File: src/rtl/stall_ctrl_pkg.sv
// -----------------------------------------------------------------------------
// stall_ctrl_pkg
//   Shared types and constants for the pipeline hazard / stall controller:
//   the T_use/T_new width and "not used" encoding, mult/div op encodings,
//   default mult/div latencies, the md busy-counter state type and the
//   GRF hazard compare helper used by the top.
// -----------------------------------------------------------------------------
package stall_ctrl_pkg;

    localparam int REG_W    = 5;   // GRF register number width
    localparam int T_W      = 2;   // T_use / T_new width
    localparam int MD_CNT_W = 4;   // mult/div busy counter width

    typedef logic [T_W-1:0]   t_val_t;
    typedef logic [REG_W-1:0] reg_num_t;

    // A source with T_use == 3 is never read, so it can never be younger
    // than any 2-bit T_new and never causes a stall.
    localparam t_val_t TUSE_NONE = 2'd3;

    localparam int DEF_MULT_CYCLES = 5;
    localparam int DEF_DIV_CYCLES  = 10;

    typedef enum logic [2:0] {
        MD_OP_MULT  = 3'd0,
        MD_OP_MULTU = 3'd1,
        MD_OP_DIV   = 3'd2,
        MD_OP_DIVU  = 3'd3,
        MD_OP_MFHI  = 3'd4,
        MD_OP_MFLO  = 3'd5,
        MD_OP_MTHI  = 3'd6,
        MD_OP_MTLO  = 3'd7
    } md_op_e;

    typedef enum logic {
        MD_IDLE = 1'b0,
        MD_BUSY = 1'b1
    } md_state_e;

    // A D-stage source X hazards against a producer when the producer writes
    // the same non-zero register and the result will not be ready in time.
    function automatic logic grf_hazard(
        input reg_num_t src,
        input t_val_t   tuse,
        input reg_num_t a3,
        input logic     we,
        input t_val_t   tnew
    );
        return (src != '0) && we && (a3 == src) && (tuse < tnew);
    endfunction

endpackage

File: src/rtl/stall_ctrl_if.sv
// -----------------------------------------------------------------------------
// stall_ctrl_if
//   Bundle between the pipeline and the stall controller.
//   Pipeline -> controller : D-stage sources and T_use, E/M producer info,
//                            mult/div issue and use flags.
//   Controller -> pipeline : stall, PC_en, D_en, E_clr, md_busy, md_done,
//                            stall_cnt.
//   master = pipeline side, slave = stall_ctrl side.
// -----------------------------------------------------------------------------
interface stall_ctrl_if
    import stall_ctrl_pkg::*;
#(
    parameter int CNT_W = 32
);
    reg_num_t         D_rs;
    reg_num_t         D_rt;
    t_val_t           D_Tuse_rs;
    t_val_t           D_Tuse_rt;
    logic             D_md_use;
    reg_num_t         E_A3;
    reg_num_t         M_A3;
    logic             E_RegWrite;
    logic             M_RegWrite;
    t_val_t           E_Tnew;
    t_val_t           M_Tnew;
    logic             E_md_start;
    logic             E_md_div;

    logic             stall;
    logic             PC_en;
    logic             D_en;
    logic             E_clr;
    logic             md_busy;
    logic             md_done;
    logic [CNT_W-1:0] stall_cnt;

    modport master (
        output D_rs, D_rt, D_Tuse_rs, D_Tuse_rt, D_md_use,
        output E_A3, M_A3, E_RegWrite, M_RegWrite, E_Tnew, M_Tnew,
        output E_md_start, E_md_div,
        input  stall, PC_en, D_en, E_clr, md_busy, md_done, stall_cnt
    );

    modport slave (
        input  D_rs, D_rt, D_Tuse_rs, D_Tuse_rt, D_md_use,
        input  E_A3, M_A3, E_RegWrite, M_RegWrite, E_Tnew, M_Tnew,
        input  E_md_start, E_md_div,
        output stall, PC_en, D_en, E_clr, md_busy, md_done, stall_cnt
    );

endinterface

File: src/rtl/stall_ctrl_md_busy_ctr.sv
// -----------------------------------------------------------------------------
// md_busy_ctr
//   Mult/div unit sequencer. An issue in E loads a down-counter with the
//   operation latency; md_busy is high for exactly that many cycles after the
//   issue edge and md_done pulses during the last of them.
//
//   state   | meaning
//   --------+-----------------------------------------------------------
//   MD_IDLE | unit free, waiting for md_start
//   MD_BUSY | operation in flight, md_cnt = busy cycles left incl. this one
//
// Ports
//   clk      in   rising-edge clock
//   reset    in   synchronous active-low reset (aborts any operation)
//   md_start in   mult/div issuing from E this cycle
//   md_div   in   1 = div/divu, 0 = mult/multu
//   md_busy  out  unit busy (registered)
//   md_done  out  last busy cycle (registered, one cycle)
// -----------------------------------------------------------------------------
module md_busy_ctr
    import stall_ctrl_pkg::*;
#(
    parameter int MULT_CYCLES = DEF_MULT_CYCLES,
    parameter int DIV_CYCLES  = DEF_DIV_CYCLES
) (
    input  logic clk,
    input  logic reset,
    input  logic md_start,
    input  logic md_div,
    output logic md_busy,
    output logic md_done
);

    localparam logic [MD_CNT_W-1:0] MULT_N = MD_CNT_W'(MULT_CYCLES);
    localparam logic [MD_CNT_W-1:0] DIV_N  = MD_CNT_W'(DIV_CYCLES);

    md_state_e             state_q, state_d;
    logic [MD_CNT_W-1:0]   md_cnt_q, md_cnt_d;
    logic                  busy_q, busy_d;
    logic                  done_q, done_d;
    logic [MD_CNT_W-1:0]   load_n;

    assign load_n = md_div ? DIV_N : MULT_N;

    always_comb begin
        state_d  = state_q;
        md_cnt_d = md_cnt_q;
        busy_d   = busy_q;
        done_d   = 1'b0;
        unique case (state_q)
            MD_IDLE: begin
                if (md_start) begin
                    state_d  = MD_BUSY;
                    md_cnt_d = load_n;
                    busy_d   = 1'b1;
                    done_d   = (load_n == MD_CNT_W'(1));
                end
            end
            MD_BUSY: begin
                // An issue while busy cannot happen (D is stalled); it is
                // simply ignored here.
                md_cnt_d = md_cnt_q - MD_CNT_W'(1);
                if (md_cnt_q == MD_CNT_W'(1)) begin
                    state_d = MD_IDLE;
                    busy_d  = 1'b0;
                end else begin
                    done_d = (md_cnt_q == MD_CNT_W'(2));
                end
            end
            default: begin
                state_d  = MD_IDLE;
                md_cnt_d = '0;
                busy_d   = 1'b0;
            end
        endcase
    end

    always_ff @(posedge clk) begin
        if (!reset) begin
            state_q  <= MD_IDLE;
            md_cnt_q <= '0;
            busy_q   <= 1'b0;
            done_q   <= 1'b0;
        end else begin
            state_q  <= state_d;
            md_cnt_q <= md_cnt_d;
            busy_q   <= busy_d;
            done_q   <= done_d;
        end
    end

    assign md_busy = busy_q;
    assign md_done = done_q;

    // Issuing into a busy unit means the D-stage stall failed.
    md_start_while_busy: assert property (
        @(posedge clk) disable iff (!reset) !(md_start && (state_q == MD_BUSY))
    );

endmodule

File: src/rtl/stall_ctrl.sv
// -----------------------------------------------------------------------------
// stall_ctrl
//   Hazard controller for the 5-stage pipeline. Compares D-stage operand needs
//   (T_use) against E/M producers (T_new, A3, RegWrite); on a hazard it holds
//   PC and the D register and pushes a bubble into E. Also sequences the
//   multi-cycle mult/div unit and stalls HI/LO users in D while it is busy.
//
// Ports
//   clk    in      rising-edge clock
//   reset  in      synchronous active-low reset
//   bus    slave   stall_ctrl_if (D/E/M hazard inputs, stall/enable outputs,
//                  md_busy, md_done, stall_cnt)
//
// Optional feature (macro STALL_CNT_EN)
//   defined   : stall_cnt counts cycles with stall==1, wraps, reset clears
//   undefined : stall_cnt is tied to 0 and no counter exists
// -----------------------------------------------------------------------------
module stall_ctrl
    import stall_ctrl_pkg::*;
#(
    parameter int MULT_CYCLES = DEF_MULT_CYCLES,
    parameter int DIV_CYCLES  = DEF_DIV_CYCLES,
    parameter int CNT_W       = 32
) (
    input  logic          clk,
    input  logic          reset,
    stall_ctrl_if.slave   bus
);

    logic haz_rs_e, haz_rs_m, haz_rt_e, haz_rt_m;
    logic grf_haz;
    logic md_haz;
    logic stall;
    logic md_busy;
    logic md_done;

    // W is never compared: its T_new is always 0, so it can never stall.
    assign haz_rs_e = grf_hazard(bus.D_rs, bus.D_Tuse_rs, bus.E_A3, bus.E_RegWrite, bus.E_Tnew);
    assign haz_rs_m = grf_hazard(bus.D_rs, bus.D_Tuse_rs, bus.M_A3, bus.M_RegWrite, bus.M_Tnew);
    assign haz_rt_e = grf_hazard(bus.D_rt, bus.D_Tuse_rt, bus.E_A3, bus.E_RegWrite, bus.E_Tnew);
    assign haz_rt_m = grf_hazard(bus.D_rt, bus.D_Tuse_rt, bus.M_A3, bus.M_RegWrite, bus.M_Tnew);

    assign grf_haz = haz_rs_e | haz_rs_m | haz_rt_e | haz_rt_m;

    // The issue cycle itself counts as busy for a following HI/LO user.
    assign md_haz = bus.D_md_use & (md_busy | bus.E_md_start);

    // No stall is reported while reset is held.
    assign stall = reset & (grf_haz | md_haz);

    md_busy_ctr #(
        .MULT_CYCLES (MULT_CYCLES),
        .DIV_CYCLES  (DIV_CYCLES)
    ) u_md_busy_ctr (
        .clk      (clk),
        .reset    (reset),
        .md_start (bus.E_md_start),
        .md_div   (bus.E_md_div),
        .md_busy  (md_busy),
        .md_done  (md_done)
    );

    assign bus.stall   = stall;
    assign bus.PC_en   = ~stall;
    assign bus.D_en    = ~stall;
    assign bus.E_clr   = stall;
    assign bus.md_busy = md_busy;
    assign bus.md_done = md_done;

`ifdef STALL_CNT_EN
    logic [CNT_W-1:0] stall_cnt_q, stall_cnt_d;

    always_comb begin
        stall_cnt_d = stall_cnt_q;
        if (stall) begin
            stall_cnt_d = stall_cnt_q + CNT_W'(1);
        end
    end

    always_ff @(posedge clk) begin
        if (!reset) begin
            stall_cnt_q <= '0;
        end else begin
            stall_cnt_q <= stall_cnt_d;
        end
    end

    assign bus.stall_cnt = stall_cnt_q;
`else
    assign bus.stall_cnt = '0;
`endif

endmodule

File: src/flat_wrapper.sv
// flat-port wrapper written by rule: the top's interface ports become plain ports
module stall_ctrl_flat import stall_ctrl_pkg::*;
#(
    parameter int MULT_CYCLES = DEF_MULT_CYCLES,
    parameter int DIV_CYCLES  = DEF_DIV_CYCLES,
    parameter int CNT_W       = 32
)
  (clk, reset, bus_D_rs, bus_D_rt, bus_D_Tuse_rs, bus_D_Tuse_rt, bus_D_md_use, bus_E_A3, bus_M_A3, bus_E_RegWrite, bus_M_RegWrite, bus_E_Tnew, bus_M_Tnew, bus_E_md_start, bus_E_md_div, bus_stall, bus_PC_en, bus_D_en, bus_E_clr, bus_md_busy, bus_md_done, bus_stall_cnt);
  stall_ctrl_if #(.CNT_W(CNT_W)) bus_i ();
  input  logic clk;
  input  logic reset;
  input wire logic [$bits(bus_i.D_rs)-1:0] bus_D_rs;
  input wire logic [$bits(bus_i.D_rt)-1:0] bus_D_rt;
  input wire logic [$bits(bus_i.D_Tuse_rs)-1:0] bus_D_Tuse_rs;
  input wire logic [$bits(bus_i.D_Tuse_rt)-1:0] bus_D_Tuse_rt;
  input wire logic [$bits(bus_i.D_md_use)-1:0] bus_D_md_use;
  input wire logic [$bits(bus_i.E_A3)-1:0] bus_E_A3;
  input wire logic [$bits(bus_i.M_A3)-1:0] bus_M_A3;
  input wire logic [$bits(bus_i.E_RegWrite)-1:0] bus_E_RegWrite;
  input wire logic [$bits(bus_i.M_RegWrite)-1:0] bus_M_RegWrite;
  input wire logic [$bits(bus_i.E_Tnew)-1:0] bus_E_Tnew;
  input wire logic [$bits(bus_i.M_Tnew)-1:0] bus_M_Tnew;
  input wire logic [$bits(bus_i.E_md_start)-1:0] bus_E_md_start;
  input wire logic [$bits(bus_i.E_md_div)-1:0] bus_E_md_div;
  output wire logic [$bits(bus_i.stall)-1:0] bus_stall;
  output wire logic [$bits(bus_i.PC_en)-1:0] bus_PC_en;
  output wire logic [$bits(bus_i.D_en)-1:0] bus_D_en;
  output wire logic [$bits(bus_i.E_clr)-1:0] bus_E_clr;
  output wire logic [$bits(bus_i.md_busy)-1:0] bus_md_busy;
  output wire logic [$bits(bus_i.md_done)-1:0] bus_md_done;
  output wire logic [$bits(bus_i.stall_cnt)-1:0] bus_stall_cnt;
  assign bus_i.D_rs = bus_D_rs;
  assign bus_i.D_rt = bus_D_rt;
  assign bus_i.D_Tuse_rs = bus_D_Tuse_rs;
  assign bus_i.D_Tuse_rt = bus_D_Tuse_rt;
  assign bus_i.D_md_use = bus_D_md_use;
  assign bus_i.E_A3 = bus_E_A3;
  assign bus_i.M_A3 = bus_M_A3;
  assign bus_i.E_RegWrite = bus_E_RegWrite;
  assign bus_i.M_RegWrite = bus_M_RegWrite;
  assign bus_i.E_Tnew = bus_E_Tnew;
  assign bus_i.M_Tnew = bus_M_Tnew;
  assign bus_i.E_md_start = bus_E_md_start;
  assign bus_i.E_md_div = bus_E_md_div;
  assign bus_stall = bus_i.stall;
  assign bus_PC_en = bus_i.PC_en;
  assign bus_D_en = bus_i.D_en;
  assign bus_E_clr = bus_i.E_clr;
  assign bus_md_busy = bus_i.md_busy;
  assign bus_md_done = bus_i.md_done;
  assign bus_stall_cnt = bus_i.stall_cnt;
  stall_ctrl #(.MULT_CYCLES(MULT_CYCLES), .DIV_CYCLES(DIV_CYCLES), .CNT_W(CNT_W)) u_core (.clk(clk), .reset(reset), .bus(bus_i));
endmodule
File: config.mk
export PLATFORM = sky130hd
export DESIGN_NAME = stall_ctrl_flat
export DESIGN_NICKNAME = d
export VERILOG_FILES = /design/src/rtl/stall_ctrl_pkg.sv /design/src/rtl/stall_ctrl_if.sv /design/src/rtl/stall_ctrl_md_busy_ctr.sv /design/src/rtl/stall_ctrl.sv /design/src/flat_wrapper.sv
export SDC_FILE = /design/constraint.sdc
export NUM_CORES = 1
export LEC_CHECK = 0
export CAP_MARGIN = 10
export CORE_UTILIZATION = 55
export CTS_CLUSTER_SIZE = 24
export DETAILED_ROUTE_END_ITERATION = 8
export DONT_BUFFER_PORTS = 1
export GPL_ROUTABILITY_DRIVEN = 0
export PLACE_DENSITY = 0.68
export SLEW_MARGIN = 20
export SYNTH_ARGS = -nofsm -noshare
export SYNTH_HDL_FRONTEND = slang
export SYNTH_SLANG_ARGS = --single-unit
File: constraint.sdc
create_clock -name clk -period 2.3 [get_ports clk]
set_input_delay 0.46 -clock clk [delete_from_list [all_inputs] [get_ports clk]]
set_output_delay 0.46 -clock clk [all_outputs]
set_load 0.05 [all_outputs]
Word-level counts from Yosys, hierarchy flattened
Cells that the tools add are included.

Word-level logic and storage cells: 54. Output and inout bits: 38. Input port bits: 35. Flip-flop bits (word level): 7.

Multiplexer cells: 12. Equality and inequality tests: 9. Reductions and logical operators: 15. Order comparisons: 4. $add $sub $neg: 1. Bitwise operators: 9.

Operator list (count): 5-bit == test (4); 1-bit logical AND (12); 5-bit nonzero test (2); 4-bit by 1-bit == test with 1-bit output (second input constant) (2); 2-bit < comparator (4); 4-bit 2-to-1 mux (2); 4-bit case mux with 2 select lines (1); 1-bit 2-to-1 mux (6); 1-bit case mux with 2 select lines (3); 1-bit OR (5); 4-bit by 2-bit == test with 1-bit output (second input constant) (1); 4-bit by 1-bit subtractor with 4-bit output (second input constant) (1); 1-bit AND (2); 2-bit by 1-bit != test with 1-bit output (second input constant) (1); 2-bit != test (second input constant) (1); 1-bit NOT (2); 2-bit AND reduction (1).

Depth between registers and ports, before layout
Word-level depth: 10. Mapped depth: 8. Gate-level depth less buffers: 7.

Hierarchy
Synthesis repeated with hierarchy kept, for this count alone.

Cells, all modules: 129. Area total of the unflattened synthesis: 1027.2 µm².

By module, submodules not included: stall_ctrl (seq. area each 0.0 µm², area an instance 663.1 µm², cells each 87, instances 1); md_busy_ctr (seq. area each 140.1 µm², area an instance 364.1 µm², cells each 42, instances 1).

Least setup slack after synthesis
No wires, ideal clock.

Path kind: input port to output port. From: input bus_D_rt[0]. To: output bus_PC_en. Data required time: 1.840 ns. Path buffers: 1. Cell stages on the path: 5. Arrival: 2.335 ns. Setup slack: -0.495 ns. Path through: or4_1 -> nor2_1 -> o22ai_1 -> a21oi_1 -> buf_4.

Cells in the longest elaborated chain, start to end: 9. Elaborated cells on any way between the ends: 14. Those cells by class: 2 x eq/ne; 5 x bitwise; 7 x reduce/logical.

Ends and longest elaborated chain: start: declaration (RTL line flat_wrapper.sv:13) `input wire logic [$bits(bus_i.D_rt)-1:0] bus_D_rt;`; 5-bit nonzero test (RTL line stall_ctrl_pkg.sv:49) `return (src != '0) && we && (a3 == src) && (tuse < tnew);`; 1-bit logical AND (3 in series) (RTL line stall_ctrl_pkg.sv:49); 1-bit OR (RTL line stall_ctrl.sv:43) `assign grf_haz = haz_rs_e | haz_rs_m | haz_rt_e | haz_rt_m;`; 1-bit OR * (RTL line stall_ctrl.sv:43); 1-bit OR * (RTL line stall_ctrl.sv:49) `assign stall = reset & (grf_haz | md_haz);`; 1-bit AND * (RTL line stall_ctrl.sv:49); 1-bit NOT *; end: declaration (RTL line flat_wrapper.sv:26) `output wire logic [$bits(bus_i.PC_en)-1:0] bus_PC_en;`.

Every way passes the cells marked *; elsewhere a longest branch is shown, timed or not.

Worst setup path in the final report
From: input bus_E_Tnew[1]. To: output bus_stall.

Cells in the longest elaborated chain, start to end: 7. Elaborated cells on any way between the ends: 9. Those cells by class: 2 x order compare; 5 x bitwise; 2 x reduce/logical.

Ends and longest elaborated chain: start: declaration (RTL line flat_wrapper.sv:21) `input wire logic [$bits(bus_i.E_Tnew)-1:0] bus_E_Tnew;`; 2-bit < comparator (RTL line stall_ctrl_pkg.sv:49); 1-bit logical AND (RTL line stall_ctrl_pkg.sv:49); 1-bit OR (RTL line stall_ctrl.sv:43); 1-bit OR * (2 in series) (RTL line stall_ctrl.sv:43); 1-bit OR * (RTL line stall_ctrl.sv:49); 1-bit AND * (RTL line stall_ctrl.sv:49); end: declaration (RTL line flat_wrapper.sv:25) `output wire logic [$bits(bus_i.stall)-1:0] bus_stall;`.

Marks and branches as above.

==> summary.md <==
| Metric | Value |
|---|---|
| Internal Dissipation | 258 uW |
| Yosys warning total | 0 |
| Startpoint types | input pin |
| Syn Area/Cell | 7.99 um^2 |
| Synthesis-stage register bit count | 7 |
| Status | complete, no violations |
| # placed instances | 151 |
| Max VDD drop | 0.438 mV |
| Clock Skew | 3.07 ps |
| PD cells | 503 nW/um^2 |
| FMAX | about 450 MHz |
| Synthesized-area fraction occupied by adder cells | 8.50% |
| Tot Pwr | 507 uW |
| Clock sinks | 7 |
| Place WS | -7.62 ps |
| TritonCTS clock tree | done |
| Clk buf depth | 2 |
| Sequential share of power | 28.6% |
| Ys async rst share | 0% |
| CP delay by family, top | compound AO/OA/AOI/OAI gates |
| Initial Util | 59.1% |
| Clock network power share | 21.8% |
| Post-Syn Instances | 129 |
| Top cells by area, synth | buf_4 25%, xor2_1 17%, dfxtp_1 14%, ha_1 8.5%, nand2b_1 4.9% |
| Post-synth EDFFs | 0 |
| Share of cells above drive strength 1 | 10.0% |
| Clk_lat worst skew | around 250 ps |
| Combinational family with the most area after synthesis | buffers and inverters |
| Io pins | 73 |
| Min-Delay Startpoint | reset |
| Num CTS Buffers | 3 |
| Area leader, netlist | buf_4 |
| Vert. Die Dim | 45.3 um |
| Reg2Reg Launch Point | u_core.u_md_busy_ctr.state_q$_SDFF_PN0_ |
| Min Tclk post-route | around 2200 ps |
| Reg2Reg Depth | 5 |
| First-pass GRT wire length | 2570 um |
| Final cell utilization of the core | slightly below 60% |
| Root buffer cell | clkbuf_4 |
| DRC errors left | 0 |
| Pre-Repair DR Iteration Count | 4 |
| Cell with the most instances after synthesis | buf_4 |
| WHS | 340 ps |
| Post-synthesis mux area share | 0% |
| Reg2reg setup slack | 1130 ps |
| Area Growth Syn to Fin | -2.18% |
| Synth Area in Simple Gates | 17.0% |
| Worst R2R End | u_core.u_md_busy_ctr.md_busy$_SDFFE_PN0P_ |
| Critical path's slowest cell | a21o_4 |
| Pin count of the biggest net entering global routing | 10 |
| Hold path endpoint | u_core.u_md_busy_ctr.md_cnt_q[1]$_SDFFE_PN0P_ |
| Top cells by count, synth | 34 x buf_4, 20 x xor2_1, 8 x nand2b_1 |
| Rows | 15 |
| Worst path bufs/invs | 1 |
| Slew Limit Fails | 0 |
| DR WL/cell | 11.9 um |
| Via count | 759 |
| Share of the synthesized area in the top cell type | 24.8% |
| Die area | around 2100 um^2 |
| DPL Wire Length | 1530 um |
| Initial antenna violation count | 0 |
| Worst Path Arrival | around 1800 ps |
| CP Cell Sequence | inv_1 -> ha_1 -> nand2b_1 -> nor4_2 -> a22oi_1 -> o22ai_2 -> a21o_4 |
| Fill cells | about 170 |
| Vias in the first global route | ~670 |
| Worst endpoint required time | around 1800 ps |
| Chip Width | roughly 45 um |
| Core ar. | 1750 um^2 |
| Setup bufs post-CTS | 0 |
| Sequential element share of the synthesized area | 13.6% |
| Min-Delay Path Class | in -> reg |
| H-tree levels | 1 |
| Leakage power total | 0.000479 uW |
| Comb pwr share | between 40 and 50% |
| Worst hold stages | 1 |
| Hold Violations, Final | 0 |
| Worst-path clk slew | about 50 ps |
| Aggregate global-route resource usage | 17.0% |
| Crit Path Class | in -> out |
| Switch share | between 40% and 50% |
| Routed wire length | 1850 um |
| Overflow after GRT | 0 |
| ANT nets after route | 0 |
| Top_reg_cell synth | dfxtp_1 |
| Ant diodes | 0 |
| Synth Area in XOR/XNOR | 17.0% |
| Critical path endpoint category | output port |
| Cts-stage hold buffer count | 0 |
| Max Cap Viol | 0 |
| Port Buffer Count | 0 |
| Period utilisation layout | 96.6% |
| Unique masters post-synth | 29 |
| DR iter-0 viols | 12 |
| Vias/cell | approximately 5 |
| CP max FO | 2 |
| Final setup fails | 0 |
| Nets | 173 |
| Final Non-Filler Cells | 155 |
| Complex-gate fraction of the synthesized area | 14.3% |
| Net load switching power | 249 uW |
| Cell Area, Synth | 1030 um^2 |
| Largest stage delay, worst path | 340 ps |
| Final setup margin | 77.8 ps |
-- state kept, by name, summed over array words and instances (netlist names) --
| name | cells |
|---|---|
| u_core.u_md_busy_ctr.md_cnt_q | 4 |
| u_core.u_md_busy_ctr.md_busy | 1 |
| u_core.u_md_busy_ctr.state_q | 1 |
| u_core.u_md_busy_ctr.md_done | 1 |
-- stage by stage --
stage,setup TNS (ps),cell area (um^2)
6_report,0,1010
5_1_grt,-25.0,1010
4_1_cts,0,991
3_5_place_dp,-15.1,952
3_3_place_gp,-67.4,952
2_1_floorplan,-12.2,1170
-- routing by layer --
layer	share of wire (%)	wire length, um	GRT usage, %
met5	0	0	0
met4	0.65	12	4.24
met3	12	223	6.00
met2	47	864	29.3
met1	40	747	19.9
-- cell usage in the layout (no fill, tap or decap), drive strengths merged --
cell type,count
o211a,2
nand2b,8
o22ai,1
dfxtp,7
ha,7
xor2,20
clkbuf,4
and4b,1
a21boi,1
nor4,4
a21o,2
nand3b,1
nand2,4
buf,2
a21oi,3
inv,6
a22oi,2
nor3b,1
nor2,6
nor3,2
or4,2
conb,32
a31oi,1
o21bai,1
nor2b,2
a211oi,4
o311a,1
o21ai,3
-- layout make-up --
cell class	instances	area, um^2	share of cell area, %
flip-flops and latches	7	140	13.9
repair buffers	2	27.5	2.73
multi-input cells	111	761	75.4
inverters	6	22.5	2.23
well taps	25	31.3	3.10
clock buffers	4	26.3	2.61
-- worst register-to-register path: stages, from the launching register on --
cell     delay (ps)
dfxtp_1         480
inv_1           160
nor3_1          210
nand2_1          90
nand2_1          90
nor2_1           50
-- power by group through the flow --
stage | sequential [uW] | combinational, uW | clock, uW
floorplan | 148 | 267 | 0
global placement | 147 | 240 | 0
detailed placement | 147 | 241 | 0
CTS | 144 | 245 | 115
global route | 146 | 267 | 124
finish | 145 | 251 | 111
-- how the worst max path moves through the flow --
stage	start	to	slack (ps)	cells past startpoint
after floorplan	bus_D_rt[0]	bus_PC_en	-10	5
after global placement	bus_E_Tnew[1]	bus_E_clr	-30	7
after detailed placement	bus_E_Tnew[1]	bus_stall	-8	7
after CTS	bus_M_Tnew[1]	bus_stall	20	7
after global routing	bus_E_Tnew[1]	bus_E_clr	-10	7
final	bus_E_Tnew[1]	bus_stall	80	7
-- cell families (layout without fill, tap and decap cells) --
kind of cell,count (synthesis),in the layout
flops,7,7
xor+xnor,20,20
simple gates,31,31
other cells,1,32
compound gates,21,21
fa+ha+maj,7,7
buf+inv,42,12
-- what timing repair did --
action	CTS	global route
hold endpoints to repair	0	0
resized for setup	2	3
pin swaps	4	6
setup endpoints to repair	2	4
Power figures use the tool's default switching activity.
==> RTL edit (same flow settings) <==
The package constant `T_W` goes from 2 to 3.
--- a/src/rtl/stall_ctrl_pkg.sv
+++ b/src/rtl/stall_ctrl_pkg.sv
@@ -9,5 +9,5 @@
 
     localparam int REG_W    = 5;   // GRF register number width
-    localparam int T_W      = 2;   // T_use / T_new width
+    localparam int T_W      = 3;   // T_use / T_new width
     localparam int MD_CNT_W = 4;   // mult/div busy counter width
 
Ports: changed (resized bus_D_Tuse_rs, bus_D_Tuse_rt, bus_E_Tnew and bus_M_Tnew); port bits go from 73 to 77. The function was not compared with the original's and may differ.
==> RTL edit against the original RTL <==
Wire length rose by 4.8%; critical endpoint is now bus_E_clr; largest cell class unchanged; largest power group unchanged; highest routed layer is now met3; via count rose by 14%; setup slack improved by 69 ps; count of clock-buffer cells in the layout did not move; critical path type unchanged; power rose by 5.1%; sequential cell count did not move; area after synthesis rose by 6.6%; design area rose by 12%; combinational power rose by 11%.
==> RTL edit: results (changes against the original RTL) <==
status: finished clean
# port buffers: 0 (unchanged)
drt initial violations: 21 (+9)
largest net degree at the start of global routing: 10 (unchanged)
sequential cell area fraction in the yosys report: 12.76% (-0.84 points)
Netlist cell types: 31 (+6.9%)
synth cell count leaders: 34 x buf_4, 15 x xnor2_1, 11 x ha_1
post-CTS sizing: 0 (-2)
Area contributors post-synth: buf_4 23%, dfxtp_1 13%, ha_1 13%
DRT Pass-1 Iters: 4 (unchanged)
clock latency on the worst-skew pair: 250 ps (about the same)
layout cells sized above 1: 11.11% (+1.1 points)
worst hold path type: in2reg
slowest stage cell, crit path: o31ai_2
initial antenna violation count: 0 (unchanged)
Bufs on Longest Clock Path: 2 (unchanged)
wire per inst: 11.46 um (-3.9%)
worst stage delay on the critical path: 390 ps (+50 ps)
Final #Nets: 195 (+13%)
H-tree Lvls: 1 (unchanged)
CP Data Arrival Time: 1690 ps (-70 ps)
CTS Buf Count: 3 (unchanged)
first-pass GRT wire length: 2932 um (+14%)
gr usage total: 19.00% (+2.0 points)
Clock Skews: 1.110 ps (-1.955 ps)
CTS root buffer: clkbuf_4
ant diodes: 0 (unchanged)
postcts setup bufs: 0 (unchanged)
largest register by flop count: u_core.u_md_busy_ctr.md_cnt_q
peak supply drop: 0.4199 mV (-4.1%)
critical-path maximum fanout: 2 (unchanged)
Filler Cell Count: 166 (+0.61%)
DR WL met2: 983 um (+14%)
leak pwr: 0.4998 nW (+4.3%)
ys flop type: dfxtp_1
via count: 867 (+14%)
Warnings, synthesis: 0 (unchanged)
top sig layer: met3
vias in the first global route: 779 (+17%)
M1 wire length: 714 um (-4.4%)
Reg clk slew, reported paths: 50 ps (about the same)
Post-synth ARST share: 0% (unchanged)
max reg flops: 4 (unchanged)
DP Area: 1101 sq um (+16%)
Detailed Place HPWL: 1771 um (+16%)
WL met3: 238 um (+6.7%)
## RTL edit: layout make-up
class | count | area, sq um | share of cell area [%]
Clock buffer | 4 | 26.28 | 2.331
Timing Repair Buffer | 4 | 55.05 | 4.883
Sequential cell | 7 | 140.1 | 12.43
Tap cell | 25 | 31.28 | 2.775
Inverter | 9 | 41.29 | 3.663
Multi-Input combinational cell | 120 | 833.3 | 73.92
## RTL edit: worst paths after layout
kind	from	end	slack, ps	depth (start not counted)
max	bus_M_Tnew[2]	bus_E_clr	150	6
min	reset	u_core.u_md_busy_ctr.md_cnt_q[0]	340	1
max reg2reg	u_core.u_md_busy_ctr.state_q	u_core.u_md_busy_ctr.state_q	1120	5
min reg2reg	u_core.u_md_busy_ctr.md_cnt_q[2]	u_core.u_md_busy_ctr.md_cnt_q[2]	530	2
## RTL edit: per-layer routing
metal  vias to the layer above  GRT usage [%]
met3                         0          9.412
met2                        66          36.11
li1                        419              -
met5                         -              0
met4                         0         0.5714
met1                       382          19.40
## RTL edit: worst max-delay path, delay by kind of cell
kind | cells | cell delay, ps
AO/OA/AOI/OAI | 2 | 630
adder cells (fa/ha/maj) | 1 | 190
buffers and inverters | 2 | 200
AND/OR/NAND/NOR | 1 | 200
## RTL edit: kinds of logic (layout without fill, tap and decap cells)
family / Yosys count / after routing / synth area share (%)
simple gates: 35 / 35 / 18.11
compound gates: 22 / 22 / 13.55
xor+xnor: 20 / 20 / 15.95
fa+ha+maj: 11 / 11 / 12.53
buf+inv: 44 / 17 / 26.76
other cells: 1 / 32 / 0.3414
flops: 7 / 7 / 12.76
## RTL edit: power breakdown
group / total [mW] / switching (mW) / internal (mW) / leakage (nW)
logic: 0.278 / 0.197 / 0.0805 / 0.427
registers: 0.145 / 0.0122 / 0.133 / 0.0580
clock network: 0.110 / 0.0439 / 0.0661 / 0.0150
## RTL edit: through the flow
stage | setup WS, ps | hold slack [ps] | std cells | util (%) | power, mW
after floorplan | -45.37 | 483.0 | 171 | - | 0.4372
after global placement | 165.6 | 511.9 | 165 | 61.11 | 0.4194
after detailed placement | 147.6 | 518.3 | 165 | 61.11 | 0.4247
after CTS | 140.3 | 337.1 | 169 | 62.57 | 0.5369
after global routing | 56.86 | 326.6 | 169 | 62.57 | 0.5707
final | 146.6 | 340.9 | 169 | 62.57 | 0.5326
